==> src/rtl/sprite_dma_if.sv <==
// Sprite DMA bus bundle: video-timing/CPU request inputs, source bus and
// sprite-attribute RAM write port. master = DMA engine, slave = system side.
interface sprite_dma_if;
  logic        vblk;
  logic        start;
  logic [15:0] srcbase;
  logic        breq;
  logic        bgnt;
  logic [15:0] srcad;
  logic [7:0]  srcrd;
  logic        sawe;
  logic [8:0]  saad;
  logic [7:0]  sawd;
  logic        sprb;
  logic        busy;
  logic        done;

  modport master (
    input  vblk, start, srcbase, bgnt, srcrd,
    output breq, srcad, sawe, saad, sawd, sprb, busy, done
  );

  modport slave (
    output vblk, start, srcbase, bgnt, srcrd,
    input  breq, srcad, sawe, saad, sawd, sprb, busy, done
  );
endinterface

==> src/rtl/sprite_dma.sv <==
// Vertical-blank sprite table copier: reads 4*SPRITES bytes from CPU space
// into the back bank of the sprite-attribute RAM, then flips the display bank.
module sprite_dma #(
  parameter int SPRITES = 48,
  parameter int SRCLAT  = 1
) (
  input  logic          i_vclk,
  input  logic          i_resetn,
  sprite_dma_if.master  io_bus
);

  localparam int unsigned NB     = 4 * SPRITES;
  localparam logic [8:0]  NB_C   = 9'(NB);
  localparam logic [8:0]  LAST_C = 9'(NB - 1);

  typedef enum logic [1:0] {S_IDLE, S_REQ, S_XFER, S_FLIP} state_t;

  state_t      r_state;
  logic        r_pend, r_vblk_d, r_sprb, r_breq, r_busy, r_done, r_sawe;
  logic [15:0] r_base, r_srcad;
  logic [8:0]  r_icnt, r_wcnt, r_saad;
  logic [7:0]  r_sawd;
  // Issue-to-write valid shift register plus the byte index riding with it.
  logic [SRCLAT-1:0]       r_vld_pipe;
  logic [SRCLAT-1:0][7:0]  r_idx_pipe;

  logic w_rise, w_fall, w_wr, w_issue, w_last;

  assign w_rise  = io_bus.vblk & ~r_vblk_d;
  assign w_fall  = ~io_bus.vblk & r_vblk_d;
  assign w_wr    = r_vld_pipe[SRCLAT-1];
  assign w_issue = (r_state == S_XFER) & ~w_fall & io_bus.bgnt & (r_icnt < NB_C);
  assign w_last  = w_wr & (r_wcnt == LAST_C);

  always_ff @(posedge i_vclk or negedge i_resetn) begin
    if (!i_resetn) begin
      r_state    <= S_IDLE;
      r_pend     <= 1'b0;
      r_vblk_d   <= 1'b0;
      r_sprb     <= 1'b0;
      r_breq     <= 1'b0;
      r_busy     <= 1'b0;
      r_done     <= 1'b0;
      r_sawe     <= 1'b0;
      r_base     <= '0;
      r_srcad    <= '0;
      r_icnt     <= '0;
      r_wcnt     <= '0;
      r_saad     <= '0;
      r_sawd     <= '0;
      r_vld_pipe <= '0;
      r_idx_pipe <= '0;
    end else begin
      r_vblk_d <= io_bus.vblk;
      // A START landing in the DONE cycle re-arms the request.
      r_pend   <= io_bus.start | (r_pend & (r_state != S_FLIP));
      r_done   <= 1'b0;

      for (int k = SRCLAT - 1; k > 0; k--) begin
        r_vld_pipe[k] <= r_vld_pipe[k-1];
        r_idx_pipe[k] <= r_idx_pipe[k-1];
      end
      r_vld_pipe[0] <= w_issue;
      r_idx_pipe[0] <= r_icnt[7:0];

      // In-flight reads always retire, even through an abort.
      r_sawe <= w_wr;
      if (w_wr) begin
        r_saad <= {~r_sprb, r_idx_pipe[SRCLAT-1]};
        r_sawd <= io_bus.srcrd;
        r_wcnt <= r_wcnt + 9'd1;
      end

      if (w_issue) begin
        r_srcad <= r_base + {7'd0, r_icnt};
        r_icnt  <= r_icnt + 9'd1;
      end

      case (r_state)
        S_IDLE: if (w_rise && r_pend) begin
          r_state <= S_REQ;
          r_base  <= io_bus.srcbase;
          r_icnt  <= '0;
          r_wcnt  <= '0;
          r_breq  <= 1'b1;
          r_busy  <= 1'b1;
        end
        S_REQ, S_XFER: begin
          if (w_fall) begin
            r_state <= S_IDLE;
            r_breq  <= 1'b0;
            r_busy  <= 1'b0;
            r_icnt  <= '0;
            r_wcnt  <= '0;
          end else if (r_state == S_REQ) begin
            if (io_bus.bgnt) r_state <= S_XFER;
          end else if (w_last) begin
            r_state <= S_FLIP;
            r_sprb  <= ~r_sprb;
            r_done  <= 1'b1;
            r_breq  <= 1'b0;
          end
        end
        S_FLIP: begin
          r_state <= S_IDLE;
          r_busy  <= 1'b0;
        end
        default: r_state <= S_IDLE;
      endcase
    end
  end

  assign io_bus.breq  = r_breq;
  assign io_bus.srcad = r_srcad;
  assign io_bus.sawe  = r_sawe;
  assign io_bus.saad  = r_saad;
  assign io_bus.sawd  = r_sawd;
  assign io_bus.sprb  = r_sprb;
  assign io_bus.busy  = r_busy;
  assign io_bus.done  = r_done;

endmodule

==> src/flat_wrapper.sv <==
// flat-port wrapper written by rule: the top's interface ports become plain ports
module sprite_dma_flat 
#(
  parameter int SPRITES = 48,
  parameter int SRCLAT  = 1
)
  (i_vclk, i_resetn, io_bus_vblk, io_bus_start, io_bus_srcbase, io_bus_bgnt, io_bus_srcrd, io_bus_breq, io_bus_srcad, io_bus_sawe, io_bus_saad, io_bus_sawd, io_bus_sprb, io_bus_busy, io_bus_done);
  sprite_dma_if io_bus_i ();
  input  logic i_vclk;
  input  logic i_resetn;
  input wire logic [$bits(io_bus_i.vblk)-1:0] io_bus_vblk;
  input wire logic [$bits(io_bus_i.start)-1:0] io_bus_start;
  input wire logic [$bits(io_bus_i.srcbase)-1:0] io_bus_srcbase;
  input wire logic [$bits(io_bus_i.bgnt)-1:0] io_bus_bgnt;
  input wire logic [$bits(io_bus_i.srcrd)-1:0] io_bus_srcrd;
  output wire logic [$bits(io_bus_i.breq)-1:0] io_bus_breq;
  output wire logic [$bits(io_bus_i.srcad)-1:0] io_bus_srcad;
  output wire logic [$bits(io_bus_i.sawe)-1:0] io_bus_sawe;
  output wire logic [$bits(io_bus_i.saad)-1:0] io_bus_saad;
  output wire logic [$bits(io_bus_i.sawd)-1:0] io_bus_sawd;
  output wire logic [$bits(io_bus_i.sprb)-1:0] io_bus_sprb;
  output wire logic [$bits(io_bus_i.busy)-1:0] io_bus_busy;
  output wire logic [$bits(io_bus_i.done)-1:0] io_bus_done;
  assign io_bus_i.vblk = io_bus_vblk;
  assign io_bus_i.start = io_bus_start;
  assign io_bus_i.srcbase = io_bus_srcbase;
  assign io_bus_i.bgnt = io_bus_bgnt;
  assign io_bus_i.srcrd = io_bus_srcrd;
  assign io_bus_breq = io_bus_i.breq;
  assign io_bus_srcad = io_bus_i.srcad;
  assign io_bus_sawe = io_bus_i.sawe;
  assign io_bus_saad = io_bus_i.saad;
  assign io_bus_sawd = io_bus_i.sawd;
  assign io_bus_sprb = io_bus_i.sprb;
  assign io_bus_busy = io_bus_i.busy;
  assign io_bus_done = io_bus_i.done;
  sprite_dma #(.SPRITES(SPRITES), .SRCLAT(SRCLAT)) u_core (.i_vclk(i_vclk), .i_resetn(i_resetn), .io_bus(io_bus_i));
endmodule
==> config.mk <==
export PLATFORM = sky130hd
export DESIGN_NAME = sprite_dma_flat
export DESIGN_NICKNAME = d
export VERILOG_FILES = /design/src/rtl/sprite_dma_if.sv /design/src/rtl/sprite_dma.sv /design/src/flat_wrapper.sv
export SDC_FILE = /design/constraint.sdc
export NUM_CORES = 1
export LEC_CHECK = 0
export BUFFER_PORTS_ARGS = -buffer_cell sky130_fd_sc_hd__buf_2
export CORE_ASPECT_RATIO = 1.5
export CORE_MARGIN = 2
export CORE_UTILIZATION = 30
export CTS_BUF_LIST = sky130_fd_sc_hd__clkbuf_4 sky130_fd_sc_hd__clkbuf_8
export DETAILED_ROUTE_END_ITERATION = 16
export PLACE_DENSITY = 0.48
export REMOVE_ABC_BUFFERS = 1
export SLEW_MARGIN = 0
export SYNTH_ARGS = -nofsm -noshare
export SYNTH_HDL_FRONTEND = slang
export SYNTH_SLANG_ARGS = --single-unit
==> constraint.sdc <==
create_clock -name i_vclk -period 1.95 [get_ports i_vclk]
set_input_delay 0.4875 -clock i_vclk [delete_from_list [all_inputs] [get_ports i_vclk]]
set_output_delay 0.4875 -clock i_vclk [all_outputs]
set_load 0.01 [all_outputs]
==> run metrics, run 1 <==
outcome=finished with violations; violated checks=negative setup slack; DRT antenna net count=0; synth unique cells=41; crit-path cells=ha_1, buf_4, a221o_1, buf_4, o2111ai_2, xor2_1, o21ai_1; GPL Wtd Cong=0.798; Nets=467; Worst setup SP type=flop; count of input and output buffers=66; register clock-pin slew on the reported worst setup and hold paths=0.08 ns; area grow syn2layout=28.3%; sequential-to-total area share from yosys stat=0.560; vias post-DR=2709; core outline area=0.0124 mm^2; GRT Util Overall=0.128; Cell Pwr Density=1300 mW/mm^2; worst skew pair latency=0.36 ns; grt met2 use=0.226; post-DR wirelength/cell=14.0 um; multiplexer share of the synthesized area=0.103; min Tclk post-route=2.01 ns; io pins=67; global-route wire length before repair=13.4 mm; critical-path maximum fanout=4; slew margin rel.=0.697; routed vias/inst=4.65; TritonCTS buffer count=9; clock sink count=85; RSZ-0062 raised after global routing=true; final wirelength=8.14 mm; Cell Area, Synth=0.00380 mm^2; TritonCTS clock tree=yes; area share of and/or/nand/nor cells after synthesis=0.113; HPWL Detailed=5.74 mm; CP Depth=7; Final Instance Area=0.00487 mm^2; Filler Cell Count=1215; DRC viols=0; Post-Synth XOR/XNOR Area=0.0646; First-pass DRT Iterations=4; gr busiest metal=met2; Initial Util=0.305; Worst VDD drop=541 uV; Crit path max-delay family=compound AO/OA/AOI/OAI gates; CP Capture Type=flop; largest buffer count on any clock path=2; average size of a mapped cell=11.8 um^2; FP Rows=50; Detailed Route Iter0 Violations=71; leakage power=2.35 nW; largest family of logic cells by synthesized area=simple AND/OR/NAND/NOR gates; Die Y=142 um; Hold Crit Class=in -> async; most frequent CP cell=buf_4; total power=0.00632 W; Final Max Tran Viols=0; Compound-Gate Fraction of Synth Area=0.0823; Die Span X=95.9 um; WP data required=2.18 ns; warnings from Yosys=0; GR Overflow Total=0; Die ar.=0.0136 mm^2; CTS Root Cell=clkbuf_8; fraction of layout cells with a size suffix above 1=0.398; Final WS setup=-0.0557 ns; period utilization=1.03; Final Hold Fails=0; Antenna diodes=0; asr flop ratio synth=1.00; vias in the first global route=2772; r2r worst-path depth=7; initial antenna violation count=0; Synth Area in Adders=0.0547; Slew @ Worst Pin=0.455 ns; Buf+Inv Stages, Crit Path=2; Arrival @ worst endpoint=2.24 ns; final setup violation count=3; Mapped Cells=323; number of max-cap violations=0; synthesized flop and latch total=85; Post-synth EDFFs=0; worst clock skew=0.0130 ns; met3 Use GR=0.0266; Fmax=0.499 GHz; Synth Flop Type=dfrtp_1; H-tree depth=3; largest net degree at the start of global routing=86; Post-DP Area=0.00450 mm^2; Max stage delay on crit path=0.41 ns; crit path kind=reg -> reg; slowest CP cell=a221o_1; met1 usage=0.145
[per-layer routing]
layer,vias to the layer above,part of all wire
li1,1319,-
met1,1330,0.40
met2,47,0.54
met3,13,0.034
met4,0,0.022
met5,-,0
[power breakdown]
part,internal (W),switching [W]
Clock,0.000763,0.000610
Sequential,0.00226,0.000342
Combinational,0.00115,0.00120
[layout make-up]
cell class / instances / area, um^2 / share of cell area
flip-flops and latches: 85 / 2130 / 0.436
multi-input cells: 217 / 1700 / 0.348
repair buffers: 96 / 587 / 0.120
well taps: 156 / 195 / 0.0400
clock buffers: 12 / 146 / 0.0300
clock inverters: 4 / 72.6 / 0.0149
inverters: 13 / 50.0 / 0.0103
[what timing repair did]
action / 4_1_cts / 5_1_grt
resized for setup: 9 / 21
pin swaps: 4 / 10
setup buffers: 0 / 5
setup endpoints to repair: 6 / 11
hold buffers: 0 / 0
[synth_stat cells, drive strengths merged (2+ instances only)]
master   number  area [um^2]
a21boi        2         15.0
a21o          2         15.0
a21oi        13         65.1
a31oi         3         18.8
and3          4         25.0
buf           4         20.0
clkbuf        4         15.0
dfrtp        85         2130
ha           15          188
inv          12         45.0
mux2         33          372
mux2i         2         20.0
nand2        28          105
nand2b        4         25.0
nand3         9         45.0
nand3b        2         15.0
nand4         7         65.1
nor2         24         92.6
nor2b         4         25.0
o2111ai       3         26.3
o21ai        20          100
o22ai         3         18.8
xnor2        10         87.6
xor2         18          158
[logic make-up after synthesis]
| logic type | after synthesis |
|---|---|
| multiplexers | 35 |
| AND/OR/NAND/NOR | 86 |
| XOR/XNOR | 28 |
| buffers and inverters | 21 |
| AO/OA/AOI/OAI | 52 |
| flip-flops | 85 |
| adder cells (fa/ha/maj) | 16 |
[metrics by stage]
stage | hold WS, ns | utilization | setup WS [ns] | TNS (ns) | cells
floorplan | 0.192 | - | -0.0779 | -0.183 | 315
global placement | 0.454 | 0.362 | -0.160 | -0.462 | 562
detailed placement | 0.461 | 0.362 | -0.209 | -0.616 | 562
CTS | 0.175 | 0.382 | -0.0263 | -0.0311 | 578
global route | 0.185 | 0.392 | -0.200 | -0.953 | 583
finish | 0.167 | 0.392 | -0.0557 | -0.0934 | 583
[state kept, by name, summed over array words and instances, names as in the netlist]
signal and count:
u_core.io_bus.srcad 16, u_core.r_base 16, u_core.io_bus.saad 9, u_core.r_icnt 9, u_core.r_wcnt 9, u_core.io_bus.sawd 8
u_core.r_idx_pipe 8, u_core.r_state 2, u_core.io_bus.breq 1, u_core.io_bus.busy 1, u_core.io_bus.done 1, u_core.io_bus.sawe 1
u_core.io_bus.sprb 1, u_core.r_pend 1, u_core.r_vblk_d 1, u_core.r_vld_pipe 1
[layout by cell type, fill, tap and decap left out, types with 9 or more instances in the layout]
master / count
buf_2: 65
nor2_1: 21
buf_4: 28
nand3_1: 9
o21ai_0: 15
a21oi_1: 11
inv_1: 10
nand2_1: 28
mux2_2: 33
ha_1: 11
xor2_1: 18
xnor2_1: 10
clkbuf_8: 9
dfrtp_1: 85
[worst reg2reg max path: stages (launching register included)]
cell	delay (ns)
dfrtp_1	0.40
ha_1	0.34
buf_4	0.16
a221o_1	0.41
buf_4	0.16
o2111ai_2	0.19
xor2_1	0.16
o21ai_1	0.07
[worst paths after layout]
path / slack [ns] / end / start
max in group asynchronous: 1.44 / u_core.r_idx_pipe[3]$_DFF_PN0_ / i_resetn
min in group i_vclk: 0.29 / u_core.r_vblk_d$_DFF_PN0_ / io_bus_vblk
max: -0.06 / u_core.io_bus.srcad[12]$_DFFE_PN0N_ / u_core.r_icnt[8]$_DFF_PN0_
max reg2reg: -0.06 / u_core.io_bus.srcad[12]$_DFFE_PN0N_ / u_core.r_icnt[8]$_DFF_PN0_
min reg2reg: 0.48 / u_core.io_bus.srcad[0]$_DFFE_PN0N_ / u_core.io_bus.srcad[0]$_DFFE_PN0N_
min: 0.17 / u_core.r_base[15]$_DFFE_PN0P_ / i_resetn
Power figures use the tool's default switching activity.
==> run 2, diff against run 1 <==
--- a/config.mk
+++ b/config.mk
@@ -12,7 +12,6 @@
 export CTS_BUF_LIST = sky130_fd_sc_hd__clkbuf_4 sky130_fd_sc_hd__clkbuf_8
 export DETAILED_ROUTE_END_ITERATION = 16
 export PLACE_DENSITY = 0.48
-export REMOVE_ABC_BUFFERS = 1
 export SLEW_MARGIN = 0
 export SYNTH_ARGS = -nofsm -noshare
 export SYNTH_HDL_FRONTEND = slang
==> run 2 against run 1 <==
Net effect: the run still ends with negative setup slack left; hold slack worse by 0.098 ns; register-to-register slack better by 0.04 ns; sequential cell count unchanged; critical path depth unchanged; final cell count up 0.34%; count of clock-buffer cells in the layout down 1; sequential share of layout area down 0.21 points; via count up 2.0%.
==> run metrics, run 2 (synthesis results as in run 1) <==
gr busiest metal=met2; TritonCTS clock tree=yes; vias post-DR=2764; Syn Nets=368; FP Rows=50; initial antenna violation count=0; final setup violation count=1; Final Hold Fails=0; CP Capture Type=flop; Arrival @ worst endpoint=2.20 ns; violated checks=negative setup slack; First-pass DRT Iterations=4; Worst setup SP type=flop; Final Max Tran Viols=0; Slew @ Worst Pin=0.442 ns; GR Overflow Total=0; Nets=470; largest net degree at the start of global routing=31; commonest non-fill, non-tap cell in the layout=dfrtp_1; global-route wire length before repair=14.8 mm; Max stage delay on crit path=0.40 ns; TritonCTS buffer count=9; Initial Util=0.305; Hold Crit Class=in -> async; leakage power=2.38 nW; H-tree depth=3; worst skew pair latency=0.36 ns; worst clock skew=0.0178 ns; Detailed Route Iter0 Violations=100; register clock-pin slew on the reported worst setup and hold paths=0.09 ns; Final WS setup=-0.0169 ns; internal power=0.00411 W; period utilization=1.01; sequential power share=0.414; DRC viols=0; slowest CP cell=dfrtp_1; WP data required=2.18 ns; grt met2 use=0.239; count of input and output buffers=66; setup TNS=-0.0169 ns; clock sink count=85; io pins=67; core outline area=0.0124 mm^2; GPL Wtd Cong=0.818; number of max-cap violations=0; # hold bufs at CTS=0; Die Y=142 um; WHS=0.0693 ns; DRT antenna net count=0; Antenna diodes=0; routed vias/inst=4.72; post-DR wirelength/cell=15.1 um; area grow syn2layout=29.0%; Fmax=0.508 GHz; most frequent cells in the layout=85 x dfrtp_1, 65 x buf_2, 32 x mux2_2; final wirelength=8.85 mm; min Tclk post-route=1.97 ns; crit-path cells=ha_1, a21o_1, a221o_1, inv_2, nand2_1, xor2_1, mux2_4; outcome=finished with violations; largest buffer count on any clock path=2; vias in the first global route=2903; Worst VDD drop=525 uV; Sw Share=0.353; GRT Util Overall=0.142; fraction of layout cells with a size suffix above 1=0.399; met1 usage=0.177; Comb pwr share=0.378; HPWL Detailed=6.31 mm; Clock power frac=0.208; Cell Pwr Density=1300 mW/mm^2; Die Span X=95.9 um; met3 Use GR=0.0260; critical-path maximum fanout=4; crit path kind=reg -> reg; slew margin rel.=0.706; Net Switching=0.00224 W; CTS Root Cell=clkbuf_8; RSZ-0062 raised after global routing=true; Die ar.=0.0136 mm^2
==> run 2: stage by stage <==
| step | instance area [um^2] | power, W | worst slack (ns) | instances | util |
|---|---|---|---|---|---|
| global route | 4900 | 0.00683 | -0.102 | 585 | 0.393 |
| floorplan | 3800 | 0.00394 | 0.0000526 | 323 | - |
| finish | 4900 | 0.00635 | -0.0169 | 585 | 0.393 |
| detailed placement | 4520 | 0.00492 | -0.150 | 561 | 0.363 |
| global placement | 4520 | 0.00488 | -0.0464 | 561 | 0.363 |
| CTS | 4800 | 0.00635 | -0.0144 | 580 | 0.385 |
==> run 2: what timing repair did <==
item,CTS,global route
resized for setup,9,20
setup buffers,4,5
cloned,0,0
endpoints found under the hold margin,0,0
pin swaps,6,9
endpoints found under the setup margin,6,11
==> run 2: worst max-delay path: cells and delay by family, from the launching register on <==
kind	cells	cell delay [ns]
AOI/OAI and AO/OA	2	0.58
DFF	1	0.40
adders and majority gates	1	0.31
muxes	1	0.27
xor gates and xnor gates	1	0.15
buffers and inverters	1	0.09
and+or+nand+nor	1	0.06
==> run 2: layout make-up <==
type | instances | area (um^2)
tap | 156 | 195
multi-input combinational | 217 | 1690
clock inverter | 4 | 56.3
sequential | 85 | 2130
inverter | 13 | 50.0
timing repair buffer | 99 | 631
clock buffer | 11 | 151
fill | 1217 | 7550
==> run 2: power groups by stage <==
stage                     registers, W  logic (W)  clock network, W
after floorplan                0.00269    0.00125                 0
after global placement         0.00263    0.00225                 0
after detailed placement       0.00264    0.00228                 0
after CTS                      0.00262    0.00235           0.00138
after global routing           0.00270    0.00267           0.00146
final                          0.00263    0.00240           0.00132
==> run 2: routing by layer <==
layer,vias up,wire (um)
met2,45,4720
met3,13,274
met1,1386,3690
met5,-,0
met4,0,168
li1,1320,-
==> run 2: path summary, 6_finish.rpt <==
kind / startpoint / to / slack [ns] / cells past startpoint
max: u_core.r_icnt[7]$_DFF_PN0_ / u_core.io_bus.srcad[9]$_DFFE_PN0N_ / -0.02 / 7
min: i_resetn / u_core.r_vblk_d$_DFF_PN0_ / 0.07 / 1
max reg2reg: u_core.r_icnt[7]$_DFF_PN0_ / u_core.io_bus.srcad[9]$_DFFE_PN0N_ / -0.02 / 7
min reg2reg: u_core.r_idx_pipe[2]$_DFF_PN0_ / u_core.io_bus.saad[2]$_DFFE_PN0P_ / 0.48 / 1
max in group asynchronous: i_resetn / u_core.io_bus.srcad[5]$_DFFE_PN0N_ / 1.35 / 2
min in group i_vclk: io_bus_vblk / u_core.r_vblk_d$_DFF_PN0_ / 0.27 / 1
